<file path="config.mk">
export PLATFORM = sky130hd
export DESIGN_NAME = vicii_sprite_dma_flat
export DESIGN_NICKNAME = d
export VERILOG_FILES = /design/src/rtl/vicii_pkg.sv /design/src/rtl/vicii_sprite_dma_if.sv /design/src/rtl/vicii_sprite_ctr.sv /design/src/rtl/vicii_sprite_dma.sv /design/src/flat_wrapper.sv
export SDC_FILE = /design/constraint.sdc
export NUM_CORES = 1
export LEC_CHECK = 0
export CORE_MARGIN = 2
export CORE_UTILIZATION = 33
export CTS_CLUSTER_SIZE = 28
export DETAILED_ROUTE_END_ITERATION = 12
export GPL_ROUTABILITY_DRIVEN = 1
export PLACE_DENSITY_LB_ADDON = 0.08
export SYNTH_ARGS = -nofsm -noshare
export SYNTH_HDL_FRONTEND = slang
export SYNTH_SLANG_ARGS = --single-unit
</file>
<file path="constraint.sdc">
create_clock -name clk -period 9.1 [get_ports clk]
set_input_delay 1.82 -clock clk [delete_from_list [all_inputs] [get_ports clk]]
set_output_delay 1.82 -clock clk [all_outputs]
set_load 0.005 [all_outputs]
</file>
<file path="src/rtl/vicii_pkg.sv">
// rtl/vicii_pkg.sv - shared VIC-II line timing constants and sprite slot helpers
package vicii_pkg;

    localparam int CYCLES_PAL = 63;
    localparam int SPR_P0     = 58;
    localparam int SPR_ON     = 55;
    localparam int SPR_ADV    = 15;
    localparam int NSPR       = 8;

    localparam logic [13:0] IDLE_ADDR = 14'h3FFF;

    // Constant-only helper: cycle offset with wrap across the line end.
    function automatic logic [5:0] cyc_add(input int c, input int d);
        return 6'((c + d + CYCLES_PAL) % CYCLES_PAL);
    endfunction

    function automatic logic [5:0] spr_slot(input int n);
        return cyc_add(SPR_P0, 2 * n);
    endfunction

endpackage

</file>
<file path="src/rtl/vicii_sprite_dma_if.sv">
// rtl/vicii_sprite_dma_if.sv - memory bus between sprite DMA and the VIC-II address/data path
interface vicii_sprite_dma_if;

    logic [13:0] ao;
    logic        own;
    logic        ba_n;
    logic [7:0]  di;

    modport master (
        output ao,
        output own,
        output ba_n,
        input  di
    );

    modport slave (
        input  ao,
        input  own,
        input  ba_n,
        output di
    );

endinterface

</file>
<file path="src/rtl/vicii_sprite_ctr.sv">
// rtl/vicii_sprite_ctr.sv - per-sprite MC/MCBASE/MP/expand/DMA state driven by decoded strobes
module vicii_sprite_ctr (
    input  logic       clk,
    input  logic       reset,
    input  logic       ce,
    input  logic       on_evt,
    input  logic       ld_evt,
    input  logic       adv_evt,
    input  logic       chk_evt,
    input  logic       p_evt,
    input  logic       s_evt,
    input  logic       me,
    input  logic       mye,
    input  logic       y_match,
    input  logic [7:0] di,
    output logic [5:0] mc,
    output logic [7:0] mp,
    output logic       dma,
    output logic       dma_nxt
);

    logic [5:0] mcbase;
    logic       expf;
    logic       turn_on;
    logic       turn_off;

    assign turn_on  = on_evt && me && !dma && y_match;
    assign turn_off = chk_evt && (mcbase == 6'd63);

    // Exposed so the BA register can open the window on the turn-on edge itself.
    always_comb begin
        dma_nxt = dma;
        if (turn_on) begin
            dma_nxt = 1'b1;
        end else if (turn_off) begin
            dma_nxt = 1'b0;
        end
    end

    always_ff @(posedge clk) begin
        if (!reset) begin
            dma    <= 1'b0;
            expf   <= 1'b1;
            mc     <= 6'd63;
            mcbase <= 6'd63;
            mp     <= 8'd0;
        end else if (ce) begin
            dma <= dma_nxt;
            if (p_evt) begin
                mp <= di;
            end
            if (ld_evt) begin
                mc <= mcbase;
            end else if (s_evt && dma) begin
                mc <= mc + 6'd1;
            end
            if (on_evt) begin
                expf <= turn_on ? !mye : (mye ? !expf : 1'b1);
            end
            if (turn_on) begin
                mcbase <= 6'd0;
            end else if (adv_evt && expf) begin
                mcbase <= mc;
            end
        end
    end

endmodule

</file>
<file path="src/rtl/vicii_sprite_dma.sv">
// rtl/vicii_sprite_dma.sv - sprite DMA scheduler: slot decode, address/own/load mux, BA generation
module vicii_sprite_dma (
    input  logic        clk,
    input  logic        reset,
    input  logic        ce,
    input  logic [5:0]  cycle,
    input  logic        phi,
    input  logic [8:0]  raster,
    input  logic [7:0]  ME,
    input  logic [7:0]  MYE,
    input  logic [63:0] SY,
    input  logic [3:0]  VM,
    vicii_sprite_dma_if.master bus,
    output logic [7:0]  load,
    output logic [1:0]  lbyte,
    output logic [7:0]  dma
);

    import vicii_pkg::*;

    logic             on_evt;
    logic             adv_evt;
    logic             chk_evt;
    logic [5:0]       nxt_cyc;
    logic [NSPR-1:0]  p_acc;
    logic [NSPR-1:0]  s_acc;
    logic [NSPR-1:0]  ld_evt;
    logic [NSPR-1:0]  win_nxt;
    logic [NSPR-1:0]  y_match;
    logic [NSPR-1:0]  dma_nxt;
    logic [1:0]       s_idx [NSPR];
    logic [5:0]       mc    [NSPR];
    logic [7:0]       mp    [NSPR];
    logic [13:0]      ao_c;
    logic             own_c;
    logic             ba_q;
    logic             unused_raster;

    assign unused_raster = raster[8];

    assign on_evt  = (cycle == 6'(SPR_ON)) && phi;
    assign adv_evt = (cycle == 6'(SPR_ADV)) && phi;
    assign chk_evt = (cycle == 6'(SPR_ADV + 1)) && phi;

    // Cycle of the half-cycle that begins at this ce edge.
    assign nxt_cyc = !phi ? cycle :
                     (cycle == 6'(CYCLES_PAL - 1)) ? 6'd0 : cycle + 6'd1;

    for (genvar n = 0; n < NSPR; n++) begin : g_spr
        localparam logic [5:0] S   = spr_slot(n);
        localparam logic [5:0] S1  = cyc_add(int'(S), 1);
        localparam logic [5:0] SM1 = cyc_add(int'(S), -1);
        localparam logic [5:0] SM2 = cyc_add(int'(S), -2);

        assign p_acc[n]   = (cycle == S) && !phi;
        assign s_acc[n]   = ((cycle == S) && phi) || (cycle == S1);
        assign s_idx[n]   = (cycle == S) ? 2'd0 : (phi ? 2'd2 : 2'd1);
        assign ld_evt[n]  = (cycle == SM1) && phi;
        assign win_nxt[n] = (nxt_cyc == SM2) || (nxt_cyc == SM1) ||
                            (nxt_cyc == S)   || (nxt_cyc == S1);
        assign y_match[n] = (SY[8*n +: 8] == raster[7:0]);

        vicii_sprite_ctr u_ctr (
            .clk     (clk),
            .reset   (reset),
            .ce      (ce),
            .on_evt  (on_evt),
            .ld_evt  (ld_evt[n]),
            .adv_evt (adv_evt),
            .chk_evt (chk_evt),
            .p_evt   (p_acc[n]),
            .s_evt   (s_acc[n]),
            .me      (ME[n]),
            .mye     (MYE[n]),
            .y_match (y_match[n]),
            .di      (bus.di),
            .mc      (mc[n]),
            .mp      (mp[n]),
            .dma     (dma[n]),
            .dma_nxt (dma_nxt[n])
        );
    end

    // Slots never overlap, so at most one sprite claims any half-cycle.
    always_comb begin
        ao_c  = IDLE_ADDR;
        own_c = 1'b0;
        load  = '0;
        lbyte = 2'd0;
        for (int n = 0; n < NSPR; n++) begin
            if (p_acc[n]) begin
                ao_c  = {VM, 7'h7F, 3'(n)};
                own_c = 1'b1;
            end else if (s_acc[n] && dma[n]) begin
                ao_c    = {mp[n], mc[n]};
                own_c   = 1'b1;
                load[n] = ce && reset;
                lbyte   = s_idx[n];
            end
        end
    end

    always_ff @(posedge clk) begin
        if (!reset) begin
            ba_q <= 1'b1;
        end else if (ce) begin
            ba_q <= ~|(win_nxt & dma_nxt);
        end
    end

    assign bus.ao   = ao_c;
    assign bus.own  = own_c;
    assign bus.ba_n = ba_q;

endmodule
</file>
<file path="src/flat_wrapper.sv">
// flat-port wrapper written by rule: the top's interface ports become plain ports
module vicii_sprite_dma_flat import vicii_pkg::*;
  (clk, reset, ce, cycle, phi, raster, ME, MYE, SY, VM, load, lbyte, dma, bus_ao, bus_own, bus_ba_n, bus_di);
  vicii_sprite_dma_if bus_i ();
  input  logic clk;
  input  logic reset;
  input  logic ce;
  input  logic [5:0] cycle;
  input  logic phi;
  input  logic [8:0] raster;
  input  logic [7:0] ME;
  input  logic [7:0] MYE;
  input  logic [63:0] SY;
  input  logic [3:0] VM;
  output logic [7:0] load;
  output logic [1:0] lbyte;
  output logic [7:0] dma;
  output wire logic [$bits(bus_i.ao)-1:0] bus_ao;
  output wire logic [$bits(bus_i.own)-1:0] bus_own;
  output wire logic [$bits(bus_i.ba_n)-1:0] bus_ba_n;
  input wire logic [$bits(bus_i.di)-1:0] bus_di;
  assign bus_ao = bus_i.ao;
  assign bus_own = bus_i.own;
  assign bus_ba_n = bus_i.ba_n;
  assign bus_i.di = bus_di;
  vicii_sprite_dma u_core (.clk(clk), .reset(reset), .ce(ce), .cycle(cycle), .phi(phi), .raster(raster), .ME(ME), .MYE(MYE), .SY(SY), .VM(VM), .bus(bus_i), .load(load), .lbyte(lbyte), .dma(dma));
endmodule
</file>
### Yosys cells after proc, flatten, opt, wreduce, memory -nomap -nowiden

Index checks and enable logic that the tools add are counted.

* bits in registers: 177
* logic and storage cells: 420

* reductions and logical operators: 178
* add/subtract/negate cells: 9
* muxes and demuxes: 139
* eq/ne operators: 52
* bitwise operators: 1

Operators with widths (number)
* $mux W14: 16
* $mux W6: 34
* $eq A6 B6 Y1 const B: 22
* $logic_and A1 B1 Y1: 76
* $eq A8 B8 Y1: 8
* $mux W1: 64
* $add A6 B1 Y6 const B: 9
* $mux W2: 25
* $reduce_and A2 Y1: 25
* $eq A6 B3 Y1 const B: 8
* $eq A6 B4 Y1 const B: 7
* $logic_or A1 B1 Y1: 32
* $reduce_bool A2 Y1: 16
* $logic_not A1 Y1: 26
* $eq A6 B2 Y1 const B: 4
* $eq A6 B1 Y1 const B: 2
* $logic_not A6 Y1: 2
* $and A8 B8 Y8: 1
* $reduce_or A8 Y1: 1
* $eq A6 B5 Y1 const B: 1

### Depth between registers and ports, before layout

* depth in word-level cells: 20
* mapped depth: 13

### By module

Synthesis repeated with hierarchy kept, for this count alone.

* cells, all modules: 1392
* area total of the unflattened synthesis: 11013.1 sq um

Modules (own cells, without submodules)
* vicii_sprite_ctr: sequential area each 440.4 sq um, instances 8, cells each 115, area each 1003.5 sq um
* vicii_sprite_dma: sequential area each 20.0 sq um, instances 1, cells each 472, area each 2985.4 sq um

### Least setup slack after synthesis

No wires, ideal clock.

* path kind: input-to-output
* from: in cycle[1]
* to: out bus_ao[2]
* data arrival time: 3.736 ns
* cell stages on the path: 11
* path slack: 3.544 ns
* required time: 7.280 ns
* path through: inv_1 > ha_1 > buf_2 > a21o_1 > and2_1 > and3_1 > buf_2 > nor2_1 > nand3_1 > a211o_1 > o32a_1

* word-level cells in the longest chain between the ends: 20
* elaborated cells on any way between the ends: 64

RTL lines
* start: declaration: line flat_wrapper.sv:8 `input logic [5:0] cycle;`
* $eq A6 B6 Y1: line vicii_sprite_dma.sv:55, vicii_sprite_dma.sv:56
* $logic_and A1 B1 Y1: line vicii_sprite_dma.sv:56 `assign s_acc[n] = ((cycle == S) && phi) || (cycle == S1);`
* $logic_or A1 B1 Y1: line vicii_sprite_dma.sv:56
* $logic_and A1 B1 Y1: line vicii_sprite_dma.sv:94 `end else if (s_acc[n] && dma[n]) begin`
* $mux W14: line vicii_sprite_dma.sv:94
* $mux W14: line vicii_sprite_dma.sv:91 `if (p_acc[n]) begin`
* $mux W14: line vicii_sprite_dma.sv:94
* $mux W14: line vicii_sprite_dma.sv:91
* (+4 left out)
* $mux W14: line vicii_sprite_dma.sv:94
* $mux W14: line vicii_sprite_dma.sv:91
* $mux W14: line vicii_sprite_dma.sv:94
* $mux W14: line vicii_sprite_dma.sv:91
* $mux W14: line vicii_sprite_dma.sv:94
* $mux W14: line vicii_sprite_dma.sv:91
* $mux W14: line vicii_sprite_dma.sv:94
* $mux W14 *: line vicii_sprite_dma.sv:91
* end: declaration: line flat_wrapper.sv:18 `output wire logic [$bits(bus_i.ao)-1:0] bus_ao;`

Every way passes the cells marked *; elsewhere a longest branch is shown, timed or not.

### Worst setup path in the final report

* from: in cycle[0]
* to: out bus_ao[5]

Same word-level chain as after synthesis.

==> run metrics <==
largest net degree at the start of global routing 74; asr flop ratio synth 0%; hold wc startpoint u_core.g_spr[6].u_ctr.mp[1]; ant diodes 0; Die W approximately 190 um; Pint between 1 and 1.5 mW; CTS max path bufs 2; Row Count between 60 and 70; Max Fclk 0.126 GHz; nets about 1600; RSZ-0062 raised after global routing false; crit end category output pin; gr ovfl total 0; GPL Wtd Cong ~0.84; Hold Vio Cnt, Final 0; post-CTS setup buffers 0; yosys warns 0; main flop type after synthesis dfxtp_1; die area 0.0347 mm^2; number of global-route vias before repair between 10000 and 15000; leading cell type in the layout, fill and taps excluded nand2_1; initial drt markers 887; crit-path max FO 20; global-route wire length before repair 63.0 mm; Max rail drop VDD 0.000133 V; Pwr Total 1.85 mW; Placed Cells 1927; slew margin rel. between 20% and 30%; Synth area leader dfxtp_1; Final setup viols 0; hold buffers post-CTS 0; Clock Sinks 177; Multi-input gate area 0.00659 mm^2; sequential share of power a little over two fifths; Cells after Synth approximately 1400; Non-Filler Instances about 2000; EDFF count, synth 0; Crit path required time between 7 and 8 ns; clk_lat worst skew between 0.4 and 0.5 ns; sw frac between 20% and 30%; Syn-to-layout area delta 19.8%; post-route ant nets 0; Fin Setup TNS 0 ns; final wirelength 40.6 mm; Post-Synthesis Net Count 1572; launch point of the worst path cycle[0]; core box area approximately 0.033 mm^2; Die Y about 190 um; reg2reg start u_core.g_spr[5].u_ctr.dma; min cycle time layout 7.93 ns; # fillers around 3400; post_cts resized 0; clock tree root buffer cell clkbuf_16; critical setup path kind in -> out; Clk pwr share between 40% and 50%; CTS tree yes; gr usage total 23.1%; FF/Latch Area approximately 0.0035 mm^2; Core Util, Final about two fifths; commonest cells after routing, fill and taps aside 203 x nand2_1, 177 x dfxtp_1, 141 x clkdlybuf4s50_1; share of the synthesized area in the top cell type between 30% and 40%; drt first pass iters 5; worst-margin pin slew 1.13 ns; sw power 0.468 mW; DR WL/cell between 20 and 25 um; hpwl dp just under 30 mm; share of cells above drive strength 1 between 5 and 6%; Yosys cell types between 80 and 90; clk slew on worst S/H paths ~0.070 ns; ranking of synthesized cells by area dfxtp_1 32%, nand2_1 6.9%, a21oi_1 5.3%; Post-Syn Area per Cell approximately 7.6 um^2; Comb power frac roughly 11%; Max Cap Violations 0; Leak a little under 6 nW; port buffer count around 140; via count 11100; startpoint types input pin; H-tree depth 4; vias per inst 5.67; min-delay worst type reg -> reg; Post-route DRC 0; WP data arrival 6.11 ns; fin crit share 87.2%; status complete, no violations; sequential share of the synthesized area about a third; antenna violations before repair 1; CTS buffer count 17; synthesized area 0.0110 mm^2; pwr/cell area 141 mW/mm^2; Slew Limit Fails 0; Yosys reg bits approximately 180; Top Ports between 100 and 150; Setup Skew around 0.018 ns; Initial Util between 30% and 40%
cell usage after synthesis, types with 5 or more instances:
| library cell | instances |
|---|---|
| a211oi_1 | 10 |
| a21o_1 | 12 |
| a21oi_1 | 117 |
| a221oi_1 | 13 |
| a31oi_1 | 25 |
| and2_1 | 8 |
| and3_1 | 15 |
| and4_1 | 9 |
| buf_1 | 14 |
| buf_2 | 28 |
| buf_4 | 18 |
| clkbuf_1 | 56 |
| dfxtp_1 | 177 |
| ha_1 | 12 |
| inv_1 | 66 |
| mux2i_1 | 33 |
| nand2_1 | 203 |
| nand2b_1 | 5 |
| nand3_1 | 112 |
| nand4_1 | 28 |
| nor2_1 | 101 |
| nor2b_1 | 6 |
| nor3_1 | 34 |
| nor4_1 | 5 |
| o211ai_1 | 14 |
| o21ai_0 | 54 |
| o21ai_1 | 7 |
| o221a_2 | 8 |
| o221ai_1 | 19 |
| o22ai_1 | 31 |
| o311ai_0 | 41 |
| o311ai_1 | 9 |
| o31ai_1 | 9 |
| or3_1 | 5 |
| xnor2_1 | 47 |
| xor2_1 | 18 |
layout make-up:
type                    count  share of cell area (%)
inverters                  68                    1.94
well taps                 442                    4.21
repair buffers            157                    11.6
multi-input cells        1083                    50.1
clock buffers              19                    3.45
flip-flops and latches    177                    27.0
clock inverters            13                    1.68
metal layers:
layer / share of wire [%] / global-route usage, % / wire, um
met1: 47 / 32.6 / 19100
met2: 46 / 36.6 / 18800
met3: 4.9 / 3.54 / 2000
met4: 1.6 / 6.00 / 668
met5: 0 / 0 / 0
kinds of logic after synthesis:
kind of cell             after synthesis  synth area share [%]
AND/OR/NAND/NOR                      564                  25.1
AO/OA/AOI/OAI                        409                  25.4
buffers and inverters                189                  7.68
flip-flops                           177                  32.3
XOR/XNOR                              65                  5.19
multiplexers                          33                  3.01
adder cells (fa/ha/maj)               12                  1.37
flip-flops by register name, indices dropped and copies added, names as in the netlist:
register / flops
u_core.g_spr.u_ctr.mp: 64
u_core.g_spr.u_ctr.mcbase: 48
u_core.g_spr.u_ctr.dma: 8
u_core.bus.ba_n: 1
u_core.g_spr.u_ctr.mc: 48
u_core.g_spr.u_ctr.expf: 8
through the flow:
stage | setup slack (ns) | cell area (um^2) | hold slack, ns
2_1_floorplan | 3.54 | 11000 | 0.432
3_3_place_gp | 1.18 | 12500 | 0.439
3_5_place_dp | 1.19 | 12500 | 0.446
4_1_cts | 1.19 | 13100 | 0.456
5_1_grt | 0.946 | 13100 | 0.473
6_report | 1.17 | 13100 | 0.457
power by group through the flow:
| stage | Sequential [mW] | Combinational, mW | Clock [mW] |
|---|---|---|---|
| 6_report | 0.787 | 0.208 | 0.856 |
| 5_1_grt | 0.788 | 0.225 | 0.904 |
| 3_5_place_dp | 0.805 | 0.207 | 0 |
| 3_3_place_gp | 0.805 | 0.205 | 0 |
| 4_1_cts | 0.787 | 0.208 | 0.873 |
| 2_1_floorplan | 0.801 | 0.118 | 0 |
worst max-delay path, stage by stage:
cell and delay, ns:
clkdlybuf4s50_1 0.67, ha_1 0.49, nor3b_2 0.59, a32oi_1 0.40
nand2b_4 0.40, o221ai_1 0.24, a21oi_1 0.12, a2111oi_1 0.67
o21ai_1 0.20, clkdlybuf4s50_1 0.51
path summary, 6_finish.rpt:
kind	to	slack [ns]	cells past startpoint
setup / recovery	bus_ao[5]	1.17	10
hold / removal	u_core.g_spr[6].u_ctr.mp[1]	0.46	2
setup reg to reg	u_core.g_spr[5].u_ctr.mc[1]	6.55	3
hold reg to reg	u_core.g_spr[6].u_ctr.mp[1]	0.46	2
Power figures use the tool's default switching activity.
